--- src/rtl/lut_seq_eval.sv ---
// rtl/lut_seq_eval.sv - serially reloadable LUT evaluator with a glitch-filtered registered output
// Shadow table is filled bit-serially and committed to the active table one cycle after the last bit.
module lut_seq_eval #(
  parameter int                 N_IN       = 3,
  parameter logic [2**N_IN-1:0] TBL_INIT   = '0,
  parameter int                 STABLE_CYC = 2
) (
  input  logic            clk,
  input  logic            rst_n,
  input  logic            in_valid,
  input  logic [N_IN-1:0] in_vec,
  input  logic            cfg_start,
  input  logic            cfg_valid,
  input  logic            cfg_bit,
  output logic            cfg_ready,
  output logic            cfg_done,
  output logic            out,
  output logic            out_valid
);
  localparam int DEPTH = 2**N_IN;
  localparam int CW    = $clog2(DEPTH + 1);
  localparam int RW    = $clog2(STABLE_CYC + 1);

  typedef enum logic {IDLE, LOAD} state_t;

  state_t           state;
  logic [DEPTH-1:0] act;
  logic [DEPTH-1:0] shd;
  logic [CW-1:0]    bit_cnt;
  logic [RW-1:0]    run;
  logic [RW-1:0]    run_nxt;
  logic             prev_raw;
  logic             raw;
  logic             xfer;

  assign xfer = cfg_valid && cfg_ready;
  assign raw  = act[in_vec];

  // cfg_done marks the commit cycle; act only takes shd at the end of it, so a
  // same-cycle evaluation still sees the old table.
  always_ff @(posedge clk or negedge rst_n) begin
    if (!rst_n) begin
      state     <= IDLE;
      act       <= TBL_INIT;
      shd       <= '0;
      bit_cnt   <= '0;
      cfg_ready <= 1'b0;
      cfg_done  <= 1'b0;
    end else begin
      cfg_done <= 1'b0;
      if (cfg_done) begin
        act <= shd;
      end
      if (xfer) begin
        shd <= {shd[DEPTH-2:0], cfg_bit};
      end
      if (cfg_start) begin
        state     <= LOAD;
        cfg_ready <= 1'b1;
        bit_cnt   <= '0;
      end else if (state == LOAD && xfer) begin
        bit_cnt <= bit_cnt + CW'(1);
        if (bit_cnt == CW'(DEPTH - 1)) begin
          state     <= IDLE;
          cfg_ready <= 1'b0;
          cfg_done  <= 1'b1;
        end
      end
    end
  end

  always_comb begin
    run_nxt = RW'(1);
    if (raw == prev_raw) begin
      run_nxt = (run == RW'(STABLE_CYC)) ? run : run + RW'(1);
    end
  end

  always_ff @(posedge clk or negedge rst_n) begin
    if (!rst_n) begin
      prev_raw  <= 1'b0;
      run       <= '0;
      out       <= 1'b0;
      out_valid <= 1'b0;
    end else begin
      out_valid <= in_valid;
      if (in_valid) begin
        prev_raw <= raw;
        run      <= run_nxt;
        if (run_nxt == RW'(STABLE_CYC)) begin
          out <= raw;
        end
      end
    end
  end

endmodule

--- config.mk ---
export PLATFORM = sky130hd
export DESIGN_NAME = lut_seq_eval
export DESIGN_NICKNAME = d
export VERILOG_FILES = /design/src/rtl/lut_seq_eval.sv
export SDC_FILE = /design/constraint.sdc
export NUM_CORES = 1
export LEC_CHECK = 0
export CAP_MARGIN = 20
export CORE_MARGIN = 2
export CORE_UTILIZATION = 53
export CTS_CLUSTER_SIZE = 14
export DETAILED_ROUTE_END_ITERATION = 10
export GPL_ROUTABILITY_DRIVEN = 0
export PLACE_DENSITY = 0.73
export SLEW_MARGIN = 20
export SYNTH_ARGS = -nofsm -noshare
export SYNTH_HDL_FRONTEND = slang
export SYNTH_SLANG_ARGS = --single-unit
--- constraint.sdc ---
create_clock -name clk -period 2 [get_ports clk]
set_input_delay 0.2 -clock clk [delete_from_list [all_inputs] [get_ports clk]]
set_output_delay 0.2 -clock clk [all_outputs]
set_load 0.05 [all_outputs]
==> results of run 1 <==
[through the flow]
stage,utilization (%),worst slack (ps)
2_1_floorplan,-,337.7
3_3_place_gp,65.21,119.8
3_5_place_dp,65.21,76.21
4_1_cts,66.60,222.2
5_1_grt,66.60,179.7
6_report,66.60,251.8
[flip-flops by register name, summed over array words and instances (netlist names)]
name	flops
run	2
out_valid	1
out	1
cfg_done	1
state	1
shd	8
act	8
bit_cnt	4
prev_raw	1
[per-layer routing]
metal  track usage (%)  part of all wire, %  wire length [µm]
met1             18.09                   40               682
met2             30.92                   55               930
met3             3.939                  2.7                46
met4             9.722                  1.8                30
met5                 0                    0                 0
[cells by family after synthesis]
family	share of synthesized area, %
xor gates and xnor gates	3.119
and+or+nand+nor	7.909
AOI/OAI and AO/OA	3.341
muxes	21.94
buffers and inverters	1.337
adders and majority gates	2.227
DFF	60.13
[layout make-up]
cell class                 count  area [µm²]
sequential                    27       675.6
fill                         161       661.9
multi-input combinational     50       432.9
timing repair buffer          15       142.6
tap                           27       33.78
clock buffer                   3       22.52
inverter                       2       7.507
clock inverter                 1       5.005
[cells in the mapped netlist (all sizes together)]
master and count:
a21oi 2, and2 1, and3 1, clkbuf 2, dfrtp 27, ha 2
inv 2, mux2 16, mux2i 1, mux4 2, nand2 7, nand2b 1
nand4 1, nor2 6, nor2b 1, nor4b 1, o21ai 1, o21bai 1
o22a 1, o22ai 1, xnor2 2, xor2 2
[layout by cell type (no fill, tap or decap)]
cell type / synthesis / layout
a21oi_1: 2 / 2
clkbuf_4: 0 / 3
o22ai_1: 1 / 1
ha_1: 2 / 2
dfrtp_1: 27 / 27
nor4b_1: 1 / 1
o22a_1: 1 / 1
nand2b_1: 1 / 1
nor2b_1: 1 / 1
nand2_1: 7 / 7
and3_1: 1 / 1
o21ai_0: 1 / 1
inv_1: 2 / 2
xnor2_1: 2 / 2
nor2_1: 6 / 6
clkdlybuf4s50_1: 0 / 12
mux2_2: 16 / 16
and2_1: 1 / 1
clkinv_2: 0 / 1
xor2_1: 2 / 2
o21bai_1: 1 / 1
buf_4: 0 / 3
nand4_1: 1 / 1
mux2i_2: 1 / 1
mux4_1: 2 / 2
[worst paths after layout]
check                        endpoint        from  cells after the start
hold reg to reg              cfg_done  bit_cnt[3]                      1
min in group clk               shd[0]     cfg_bit                      2
setup / recovery            cfg_ready       state                      1
hold / removal                 run[0]       rst_n                      2
setup reg to reg               run[1]      act[1]                      4
max in group asynchronous  bit_cnt[3]       rst_n                      2
[power by group through the flow]
stage                     Sequential [mW]  Clock [mW]  Combinational [mW]
after global placement              0.655           0               0.142
final                               0.647       0.232               0.150
after global routing                0.657       0.260               0.168
after floorplan                     0.649           0              0.0960
after detailed placement            0.660           0               0.153
after CTS                           0.649       0.247               0.153
==> out/metrics.csv, run 1 <==
stage;metric;value;unit
outcome;status;completed;
floorplan;rows;16;
synthesis;syn_area;1124;µm²
placed_design;dpl_cell_area;1292;µm²
setup_path;regToRegSetupSlack;490;ps
power_and_ir_drop;power_density;779.6;nW/µm²
synthesis;syn_inst;81;
sta;fin_crit_sh;87.41;%
drt;drc_errors;0;
clock_network;insertion_delay;320;ps
global_routing;grt-ovfl-total;0;
cells_and_area;syn_to_final_growth;17.48;%
placed_design;place_inst;121;
synthesis;ys_seq_elements;27;
cells_and_area;fin_area;1320;µm²
sta;tightest_slew;496.4;ps
sta;fin_setup_tns;0;ps
setup_path;crit_fanout;4;
power_and_ir_drop;switching_power;0.2610;mW
synthesis;synth_nets;92;
sta;fin_skew;7.665;ps
cells_and_area;drive_gt1_share;24.49;%
flow_run;cap_violations;0;
clock_network;path_clk_slew;140;ps
global_routing;grt_pass1_vias;724;
clock_network;post_cts_resized;0;
global_routing;grt_pass1_wl;3105;µm
power_and_ir_drop;ir_worst_vdd;473.8;µV
floorplan;num_io_pins;13;
cells_and_area;num_antenna_cells;0;
sta;slew_headroom;66.81;%
sta;fmax;572.0;MHz
drt;via_count;673;
power_and_ir_drop;pwr-share-seq;62.9;%
synthesis;synth.top_cell.area_share;60.13;%
power_and_ir_drop;p_sw_share;25.36;%
drt;ant_nets;0;
cells_and_area;stdcell_count;125;
floorplan;die_area;2504;µm²
drt;drtIter0Drc;3;
sta;hold-worst-slack;217.3;ps
sta;rsz0062_at_grt;no;
setup_path;cp-end-kind;output port;
floorplan;die_y;50.04;µm
setup_path;startpoint_type;flip-flop;
synthesis;synth_cell_types;22;
synthesis;seq_area_frac_synth;60.13;%
setup_path;path_class;reg -> out;
cells_and_area;final_nets;110;
global_routing;grt_max_degree;28;
synthesis;synth.area.top_cells;dfrtp_1, mux2_2, mux4_1;
clock_network;ctsHtreeMaxLevel;1;
drt;totalWireLength;1689;µm
sta;hold_violations;0;
clock_network;tritoncts;yes;
synthesis;yosysTopAreaCell;dfrtp_1;
setup_path;path_cells;clkdlybuf4s50_1;
worst_hold_path;hold_class;in -> async;
setup_path;crit_family;buffers and inverters;
setup_path;path_buf_inv;1;
setup_path;cp_slowest_stage_delay;820;ps
floorplan;start_util;56.69;%
synthesis;postSynthAreaPerCell;13.87;µm²
floorplan;die_x;50.04;µm
setup_path;cp_slowest_cell;clkdlybuf4s50_1;
drt;wl_per_cell;13.51;µm
clock_network;cts_buffer_depth;2;
clock_network;numCtsBuffers;3;
clock_network;cts_setup_buffers;0;
power_and_ir_drop;p_clk_share;22.5;%
power_and_ir_drop;fin_total_pwr;1.029;mW
global_routing;grt_usage;17.19;%
clock_network;cts-root-buf;clkbuf_4;
synthesis;yosysWarnings;0;
setup_path;required;1800;ps
placed_design;dpl.hpwl;1281;µm
drt;dr.pass1.iters;2;
sta;maxSlewViolCount;0;
floorplan;fp.coreArea;1982;µm²
global_routing;antenna_found_initial;0;
setup_path;critPathArrivalTime;1550;ps
sta;min_period;1748;ps
power_and_ir_drop;cell_internal_pwr;0.7681;mW
clock_network;postCtsHoldBufs;0;
sta;setup_viol;0;
power_and_ir_drop;p_leak;0.6287;nW
power_and_ir_drop;p_comb_share;14.6;%
clock_network;clock_sinks;27;
placed_design;port_buffers;12;
drt;avgViaCountPerCell;5.384;
Power figures use the tool's default switching activity.
==> inputs of run 2 (changes only) <==
--- a/config.mk
+++ b/config.mk
@@ -11,7 +11,7 @@
 export CTS_CLUSTER_SIZE = 14
 export DETAILED_ROUTE_END_ITERATION = 10
 export GPL_ROUTABILITY_DRIVEN = 0
-export PLACE_DENSITY = 0.73
+export PLACE_DENSITY = 0.86
 export SLEW_MARGIN = 20
 export SYNTH_ARGS = -nofsm -noshare
 export SYNTH_HDL_FRONTEND = slang
==> run 2 against run 1 <==
Compared with the run above: critical path depth unchanged; sequential share of layout area about the same; setup slack about the same; die area is the same; non-clock buffer count is the same; first-iteration DRC count is 67% lower; largest cell class unchanged; largest power group unchanged.
==> out/metrics.csv, run 2 (synthesis results as in run 1) <==
stage;metric;value;unit;change
clock_network;path_clk_slew;140;ps;about the same
setup_path;path_buf_inv;1;;unchanged
floorplan;die_y;50.04;µm;unchanged
setup_path;path_class;reg -> out;;
placed_design;port_buffers;12;;unchanged
setup_path;cp_slowest_cell;clkdlybuf4s50_1;;
power_and_ir_drop;p_comb_share;14.6;%;about the same
power_and_ir_drop;switching_power;0.2568;mW;-1.6%
sta;fin_skew;8.460;ps;+0.7951 ps
floorplan;num_io_pins;13;;unchanged
power_and_ir_drop;p_sw_share;24.98;%;-0.38 points
setup_path;startpoint_type;flip-flop;;
global_routing;grt_max_degree;28;;unchanged
setup_path;cp-end-kind;output port;;
power_and_ir_drop;p_clk_share;22.5;%;about the same
clock_network;cts_setup_buffers;0;;unchanged
clock_network;post_cts_resized;0;;unchanged
power_and_ir_drop;power_density;779.4;nW/µm²;about the same
drt;avgViaCountPerCell;5.344;;-0.74%
cells_and_area;final_nets;110;;unchanged
worst_hold_path;hold_class;in -> async;;
cells_and_area;seqCellArea;675.6;µm²;unchanged
power_and_ir_drop;pwr-share-seq;62.9;%;about the same
cells_and_area;reg.largest.list;act x8, shd x8, bit_cnt x4;;
cells_and_area;nFillCells;142;;-12%
sta;fin_setup_tns;0;ps;unchanged
drt;drtIter0Drc;1;;-2
clock_network;insertion_delay;320;ps;about the same
global_routing;antenna_found_initial;0;;unchanged
setup_path;path_cells;clkdlybuf4s50_1;;
sta;rsz0062_at_grt;no;;
global_routing;grt_pass1_wl;2870;µm;-7.6%
setup_path;critPathArrivalTime;1550;ps;about the same
global_routing;grt_pass1_vias;673;;-7.0%
clock_network;numCtsBuffers;3;;unchanged
floorplan;rows;16;;unchanged
floorplan;start_util;56.69;%;unchanged
outcome;status;completed;;
sta;fmax;572.1;MHz;about the same
drt;wl_per_cell;13.58;µm;+0.53%
floorplan;fp.coreArea;1982;µm²;unchanged
sta;setup_viol;0;;unchanged
clock_network;cts-root-buf;clkbuf_4;;
power_and_ir_drop;cell_internal_pwr;0.7710;mW;+0.38%
cells_and_area;mostFrequentLayoutCell;dfrtp_1;;
placed_design;dpl.hpwl;1317;µm;+2.8%
clock_network;tritoncts;yes;;
clock_network;ctsHtreeMaxLevel;1;;unchanged
sta;hold_violations;0;;unchanged
global_routing;grt_usage;15.97;%;-1.2 points
setup_path;crit_family;buffers and inverters;;
clock_network;clock_sinks;27;;unchanged
power_and_ir_drop;ir_worst_vdd;539.1;µV;+14%
sta;slew_headroom;66.82;%;about the same
power_and_ir_drop;p_leak;0.6260;nW;-0.43%
clock_network;postCtsHoldBufs;0;;unchanged
setup_path;required;1800;ps;about the same
sta;min_period;1748;ps;-0.3150 ps
clock_network;cts_buffer_depth;2;;unchanged
drt;ant_nets;0;;unchanged
sta;maxSlewViolCount;0;;unchanged
floorplan;die_x;50.04;µm;unchanged
cells_and_area;num_antenna_cells;0;;unchanged
drt;drc_errors;0;;unchanged
cells_and_area;multi_input_area;432.9;µm²;unchanged
cells_and_area;mostFrequentLayoutCells;dfrtp_1, mux2_2, clkdlybuf4s50_1;;
drt;via_count;668;;-0.74%
sta;fin_crit_sh;87.39;%;about the same
drt;dr.pass1.iters;2;;unchanged
sta;tightest_slew;496.1;ps;-0.2427 ps
floorplan;die_area;2504;µm²;unchanged
cells_and_area;drive_gt1_share;23.47;%;-1.0 points
cells_and_area;fin_util;66.54;%;about the same
global_routing;grt-ovfl-total;0;;unchanged
flow_run;cap_violations;0;;unchanged
setup_path;cp_slowest_stage_delay;820;ps;about the same
cells_and_area;syn_to_final_growth;17.37;%;about the same
drt;totalWireLength;1698;µm;+0.53%
setup_path;crit_fanout;4;;unchanged
[run 2: cell count changes in the layout (fill, tap and decap cells not counted), sizes merged]
cell	previous run	this run
clkbuf	3	4
clkinv	1	0
[run 2: power groups by stage]
stage / clock, mW / combinational (mW) / sequential (mW)
detailed placement: 0 / 0.153 / 0.659
global route: 0.261 / 0.168 / 0.656
finish: 0.231 / 0.150 / 0.647
CTS: 0.243 / 0.154 / 0.647
floorplan: 0 / 0.0960 / 0.649
global placement: 0 / 0.141 / 0.656
[run 2: cell type report]
cell class	instances	share of cell area, %
Timing Repair Buffer	15	10.82
Clock buffer	4	1.992
Inverter	2	0.5693
Multi-Input combinational cell	50	32.83
Tap cell	27	2.562
Sequential cell	27	51.23
[run 2: stage by stage]
stage / cell area (µm²) / hold slack, ps / setup slack [ps] / total power, mW / cells
floorplan: 1124 / -95.59 / 337.7 / 0.7448 / 81
global placement: 1292 / 470.0 / 112.8 / 0.7976 / 121
detailed placement: 1292 / 480.8 / 4.457 / 0.8115 / 121
CTS: 1319 / 229.7 / 237.8 / 1.044 / 125
global route: 1319 / 246.1 / 187.0 / 1.085 / 125
finish: 1319 / 223.8 / 252.1 / 1.028 / 125
[run 2: worst paths after layout]
path                                 start         end  slack (ps)  cells after the start
worst min register to register  bit_cnt[3]    cfg_done         490                      1
min in group clk                   cfg_bit      shd[0]         470                      2
worst min-delay path                 rst_n         out         220                      2
worst max register to register      act[1]      run[1]         410                      4
max in group asynchronous            rst_n  bit_cnt[1]        1530                      2
worst max-delay path                 state   cfg_ready         250                      1
[run 2: metal layers]
layer	wire length, µm	up-vias	track usage, %
met5	0	-	0
met4	58	0	11.57
met3	67	6	4.242
met2	838	14	25.44
met1	734	330	18.37
li1	-	318	-
